==> src/rtl/mem_arb_pkg.sv <==
// Shared types and default widths for the icache/dcache memory arbiter.
package mem_arb_pkg;

  localparam int DEF_ADDR_W = 26;
  localparam int DEF_LINE_W = 128;

  typedef enum logic [2:0] {
    IDLE = 3'd0,
    I_RD = 3'd1,
    D_WB = 3'd2,
    D_RD = 3'd3,
    RESP = 3'd4
  } state_t;

  typedef enum logic {
    OWN_I = 1'b0,
    OWN_D = 1'b1
  } owner_t;

  // On a conflict the dcache wins unless it also took the previous grant.
  function automatic owner_t pick_owner(input logic req_i, input logic req_d, input owner_t last);
    if (req_i && req_d) begin
      return (last == OWN_D) ? OWN_I : OWN_D;
    end
    return req_d ? OWN_D : OWN_I;
  endfunction

endpackage

==> src/rtl/mem_arbiter.sv <==
// Arbitrates icache fills and dcache write-back/fill sequences onto one
// line-wide memory port; one transaction in flight at a time.
module mem_arbiter
  import mem_arb_pkg::*;
#(
  parameter int ADDR_W = DEF_ADDR_W,
  parameter int LINE_W = DEF_LINE_W
) (
  input  logic              clk,
  input  logic              reset,
  input  logic              reqI_mem,
  input  logic [ADDR_W-1:0] reqAddrI_mem,
  output logic [LINE_W-1:0] data_to_I,
  output logic              read_ready_I,
  input  logic              reqD_mem,
  input  logic [ADDR_W-1:0] reqAddrD_mem,
  input  logic              reqD_cache_write,
  input  logic [ADDR_W-1:0] reqAddrD_write_mem,
  input  logic [LINE_W-1:0] data_to_mem,
  output logic [LINE_W-1:0] data_from_mem,
  output logic              read_ready_from_mem,
  output logic              written_data_ack,
  output logic              mem_req,
  output logic              mem_we,
  output logic [ADDR_W-1:0] mem_addr,
  output logic [LINE_W-1:0] mem_wdata,
  input  logic [LINE_W-1:0] mem_rdata,
  input  logic              mem_ready
);

  state_t              state_q, state_d;
  owner_t              last_q, last_d;
  owner_t              owner_q, owner_d;
  owner_t              win;
  logic [ADDR_W-1:0]   fill_addr_q, fill_addr_d;
  logic [ADDR_W-1:0]   wb_addr_q, wb_addr_d;
  logic [LINE_W-1:0]   wb_data_q, wb_data_d;
  logic [LINE_W-1:0]   data_i_q, data_i_d;
  logic [LINE_W-1:0]   data_d_q, data_d_d;
  logic                ack_q, ack_d;

  always_comb begin
    state_d     = state_q;
    last_d      = last_q;
    owner_d     = owner_q;
    fill_addr_d = fill_addr_q;
    wb_addr_d   = wb_addr_q;
    wb_data_d   = wb_data_q;
    data_i_d    = data_i_q;
    data_d_d    = data_d_q;
    ack_d       = 1'b0;
    win         = pick_owner(reqI_mem, reqD_mem, last_q);

    case (state_q)
      IDLE: begin
        if (reqI_mem || reqD_mem) begin
          owner_d = win;
          last_d  = win;
          if (win == OWN_D) begin
            fill_addr_d = reqAddrD_mem;
            wb_addr_d   = reqAddrD_write_mem;
            wb_data_d   = data_to_mem;
            state_d     = reqD_cache_write ? D_WB : D_RD;
          end else begin
            fill_addr_d = reqAddrI_mem;
            state_d     = I_RD;
          end
        end
      end
      I_RD: begin
        if (mem_ready) begin
          data_i_d = mem_rdata;
          state_d  = RESP;
        end
      end
      D_WB: begin
        if (mem_ready) begin
          ack_d   = 1'b1;
          state_d = D_RD;
        end
      end
      D_RD: begin
        if (mem_ready) begin
          data_d_d = mem_rdata;
          state_d  = RESP;
        end
      end
      RESP:    state_d = IDLE;
      default: state_d = IDLE;
    endcase
  end

  always_ff @(posedge clk or posedge reset) begin
    if (reset) begin
      state_q     <= IDLE;
      last_q      <= OWN_I;
      owner_q     <= OWN_I;
      fill_addr_q <= '0;
      wb_addr_q   <= '0;
      wb_data_q   <= '0;
      data_i_q    <= '0;
      data_d_q    <= '0;
      ack_q       <= 1'b0;
    end else begin
      state_q     <= state_d;
      last_q      <= last_d;
      owner_q     <= owner_d;
      fill_addr_q <= fill_addr_d;
      wb_addr_q   <= wb_addr_d;
      wb_data_q   <= wb_data_d;
      data_i_q    <= data_i_d;
      data_d_q    <= data_d_d;
      ack_q       <= ack_d;
    end
  end

  // Memory-side outputs derive only from state and latched request fields,
  // so they stay stable for the whole transfer and drop at once on reset.
  assign mem_req   = (state_q == I_RD) || (state_q == D_WB) || (state_q == D_RD);
  assign mem_we    = (state_q == D_WB);
  assign mem_addr  = (state_q == D_WB) ? wb_addr_q : fill_addr_q;
  assign mem_wdata = wb_data_q;

  assign read_ready_I        = (state_q == RESP) && (owner_q == OWN_I);
  assign read_ready_from_mem = (state_q == RESP) && (owner_q == OWN_D);
  assign written_data_ack    = ack_q;
  assign data_to_I           = data_i_q;
  assign data_from_mem       = data_d_q;

endmodule

==> config.mk <==
export PLATFORM = sky130hd
export DESIGN_NAME = mem_arbiter
export DESIGN_NICKNAME = d
export VERILOG_FILES = /design/src/rtl/mem_arb_pkg.sv /design/src/rtl/mem_arbiter.sv
export SDC_FILE = /design/constraint.sdc
export NUM_CORES = 1
export LEC_CHECK = 0
export ABC_CLOCK_PERIOD_IN_PS = 17700
export CORE_AREA = 2 2 294 296
export CTS_BUF_LIST = sky130_fd_sc_hd__clkbuf_8
export CTS_CLUSTER_DIAMETER = 200
export DETAILED_ROUTE_END_ITERATION = 10
export DIE_AREA = 0 0 296 298
export GPL_ROUTABILITY_DRIVEN = 0
export SLEW_MARGIN = 20
export SYNTH_ARGS = -nofsm -noshare
export SYNTH_HDL_FRONTEND = slang
export SYNTH_SLANG_ARGS = --single-unit
==> constraint.sdc <==
create_clock -name clk -period 17.7 [get_ports clk]
set_input_delay 2.655 -clock clk [delete_from_list [all_inputs] [get_ports clk]]
set_output_delay 2.655 -clock clk [all_outputs]
set_load 0.02 [all_outputs]
After elaboration in Yosys (flattened, before gate mapping). Cells that the tools add are included.

Bitwise gates (word level): 1. Multiplexer cells: 15. Reductions and logical operators: 13. Equal/unequal tests: 7.

Operators by type and width (number): 26-bit two-way mux (2); 3-bit two-way mux (3); 3-bit one-hot mux with 3 select lines (1); 1-bit two-way mux (8); 3-bit by 2-bit equality test with 1-bit output (second input constant) (2); 2-bit AND reduction (3); 3-bit AND reduction (2); 2-bit by 1-bit inequality test with 1-bit output (second input constant) (2); 3-bit by 1-bit equality test with 1-bit output (second input constant) (1); 3-bit equality test (second input constant) (1); 1-bit logical AND (3); 3-bit zero test (1); 1-bit logical OR (3); 2-bit two-way mux (1); 2-bit inequality test (second input constant) (1); 2-bit OR reduction (1); 1-bit inverter (1).

Register bits after elaboration: 441. Output and inout port bits: 415. Word-level logic and storage cells: 44. Bits of input ports: 340.

Depth between registers and ports, before layout.
Word-level depth: 6. Mapped depth: 6. Gate-level depth less buffers: 3.

Worst setup path after synthesis. OpenSTA, ideal clock, no wires.

Path type: register to output. Start: register state_q[1]. End: output port mem_addr[17]. Arrival time: 1525 ps. Slack: 13520 ps. Data required time: 15045 ps. Stages on the path, launching flop included: 6. Buffers on the path: 3. Cells stage by stage: dfrtp_1 > buf_4 > nor3b_1 > buf_2 > buf_2 > mux2_2.

Word-level cells in the longest chain between the ends: 2.

RTL lines: start, declared (RTL line mem_arbiter.sv:31) `state_t state_q, state_d;`; start signal, assigned (RTL line mem_arbiter.sv:105) `state_q <= state_d;`; 3-bit by 2-bit equality test with 1-bit output; net mem_we (RTL line mem_arbiter.sv:24) `output logic mem_we,`; 26-bit two-way mux (RTL line mem_arbiter.sv:121) `assign mem_addr = (state_q == D_WB) ? wb_addr_q : fill_addr_q;`; end, declared (RTL line mem_arbiter.sv:25) `output logic [ADDR_W-1:0] mem_addr,`.

The timed path passes the listed nets, and every way through them passes these cells.

Final worst setup path.
Start: register state_q[1]. End: output port mem_addr[24].

Word-level cells in the longest chain between the ends: 2.

RTL lines (RTL line): 3-bit by 2-bit equality test with 1-bit output (mem_arbiter.sv:121); 26-bit two-way mux (mem_arbiter.sv:121).

Every way passes these cells.

==> flow_summary_export.csv <==
group,metric,value,unit
timing,rsz0062_at_grt,"no",
finish,final_common_cell,"clkdlybuf4s50_1",
clock_network,htreeDepth,3,
power,peakVddDrop,0.1100,mV
global_routing,grt_first_pass_wirelength,83.70,mm
clock_network,cts_root_buf,"clkbuf_8",
drt,vias_per_cell,3.880,
drt,post-route-drc-count,0,
synthesis,yosysTopAreaCell,"dfrtp_1",
drt,drt-initial-drc-count,289,
die,initial_core_util,0.2034,
drt,routedWlPerCell,18.96,µm
worst_hold_path,hold_class,"reg -> reg",
die,die_h,298,µm
timing,hold_viol_final,0,
finish,seq_area,11040,µm²
synthesis,netlist_instances,1009,
die,num_io_pins,755,
global_routing,grt_overflow_total,0,
power,p_total,5.542,mW
synthesis,synth_area,17270,µm²
timing,timing.final.crit_share,0.3177,
setup_path,crit_chain,"nor3b_2, buf_4, mux2_2, clkdlybuf4s50_1",
clock_network,clock_sinks,441,
setup_path,cp_max_fo,28,
clock_network,cts_setup_buffers,0,
place,dpl.hpwl,41.80,mm
synthesis,synth_cell_types,24,
drt,drtPass1Iterations,4,
synthesis,ys_seq_area_frac,0.6392,
die,row_count,107,
finish,nets,2144,
power,powerDensity,201.5,nW/µm²
timing,post-route-min-period,5.623,ns
place,io_buffer_count,754,
global_routing,grt_start_max_net_pins,168,
synthesis,avgSynthCellArea,17.11,µm²
synthesis,netlist.area_leader.share,0.6392,
power,leakage,11.29,nW
finish,fill_cells,8390,
synthesis,synth.net_count,1349,
clock_network,clockBufferDepth,3,
die,core-area,84880,µm²
setup_path,crit_slowest_cell,"clkdlybuf4s50_1",
timing,fmax,177.8,MHz
drt,dr_total_vias,11680,
place,placed_cells,2864,
setup_path,critPathMaxStageDelay,0.67,ns
timing,finClkSkew,0.03325,ns
die,die_x,296,µm
setup_path,cp-end-kind,"output pin",
clock_network,clkSlewWorstSetupHoldPaths,0.05,ns
finish,multiInputGateArea,5678,µm²
finish,most-common-layout-cells,"clkdlybuf4s50_1, mux2_2, dfrtp_1, clkbuf_8, inv_1",
synthesis,ys_warn_count,0,
finish,drive_gt1_frac,0.3369,
run,drv_cap,0,
finish,area_growth_syn_to_layout,59.32,%
die,die-area,88210,µm²
timing,setup_viol,0,
timing,worst_pin_slew,1.048,ns
clock_network,insertion_delay,0.66,ns
setup_path,cp_data_arrival_time,2.97,ns
global_routing,grtUsageTotal,0.1252,
clock_network,ctsHoldBuffers,0,
global_routing,antenna_found_initial,7,
drt,postRouteAntennaNets,0,
clock_network,cts_tree,"built",
global_routing,grt_pass1_vias,13130,
clock_network,cts_made_buffers,82,
timing,slew_headroom,0.3011,
setup_path,crit_required,15.05,ns
setup_path,crit_type,"reg -> out",
clock_network,cts-resized-gates,0,
drt,wirelength,57.05,mm
synthesis,ys_seq_elements,441,
timing,tns,0,ns
setup_path,start_kind,"flip-flop",
finish,fin_cells,3009,
outcome,outcome,"complete, no violations",
synthesis,synthTopCellsByArea,"dfrtp_1, mux2_2, buf_6",
timing,maxSlewViolCount,0,
-- layout make-up --
cell class / count / share of cell area
Sequential cell: 441 / 0.4012
Timing Repair Buffer: 766 / 0.2781
Multi-Input combinational cell: 511 / 0.2064
Tap cell: 1144 / 0.05204
Clock buffer: 102 / 0.05104
Clock inverter: 39 / 0.01028
Inverter: 2 / 0.0005459
Antenna cell: 4 / 0.0003639
-- sequential cells by signal, summed over array words and instances, names as in the netlist --
signal / flops
wb_addr_q: 26
data_to_I: 128
data_from_mem: 128
fill_addr_q: 26
state_q: 3
mem_wdata: 128
written_data_ack: 1
owner_q: 1
-- path summary, 6_finish.rpt --
check / cells after the start / slack [ns] / startpoint / endpoint
worst max-delay path: 4 / 12.08 / state_q[1] / mem_addr[24]
worst min-delay path: 1 / 0.50 / wb_addr_q[21] / wb_addr_q[21]
worst max register to register: 5 / 14.21 / state_q[1] / mem_wdata[8]
worst min register to register: 1 / 0.50 / wb_addr_q[21] / wb_addr_q[21]
max in group asynchronous: 4 / 12.99 / reset / mem_wdata[64]
min in group asynchronous: 2 / 2.45 / reset / data_to_I[20]
-- synth_stat cells (all sizes together) --
master	count
mux2	488
dfrtp	441
buf	47
clkbuf	8
a21oi	2
and3	2
inv	2
nand2	2
nand2b	2
nor2	2
nor2b	2
nor3	2
a2111o	1
a21boi	1
and2	1
and2b	1
and3b	1
nor3b	1
o21a	1
o21ai	1
o21bai	1
-- power breakdown --
group          internal [mW]  switching [mW]
clock                  0.564           0.455
sequential              1.53           0.282
combinational           1.44            1.28
-- worst max-delay path, delay by kind of cell, from the launching register on --
kind	cells	cell delay, ns
mux	1	0.39
buf+inv	2	1.07
flops	1	0.62
simple gates	1	0.24
-- metal layers --
layer / GRT usage / vias to the layer above / part of all wire
met3: 0.05177 / 110 / 0.099
li1: - / 5203 / -
met4: 0.04557 / 4 / 0.028
met1: 0.1279 / 5851 / 0.35
met5: 0 / - / 0.00035
met2: 0.2263 / 508 / 0.52
-- stage by stage --
| step | worst slack [ns] | hold slack (ns) | area (µm²) | utilization |
|---|---|---|---|---|
| after floorplan | 2.758 | 0.4736 | 17270 | - |
| after global placement | 11.56 | 0.4838 | 25810 | 0.3041 |
| after detailed placement | 11.43 | 0.4908 | 25810 | 0.3041 |
| after CTS | 11.92 | 0.5042 | 27500 | 0.3239 |
| after global routing | 11.87 | 0.5094 | 27510 | 0.3241 |
| final | 12.08 | 0.5016 | 27510 | 0.3241 |
-- cells by family (layout without fill, tap and decap cells) --
group	count (synthesis)	count (layout)	synth area share
multiplexers	488	488	0.3183
flip-flops	441	441	0.6392
buffers and inverters	57	909	0.03384
AND/OR/NAND/NOR	16	16	0.005871
AO/OA/AOI/OAI	7	7	0.002826
other	0	4	0
(Power assumes the default switching activity.)
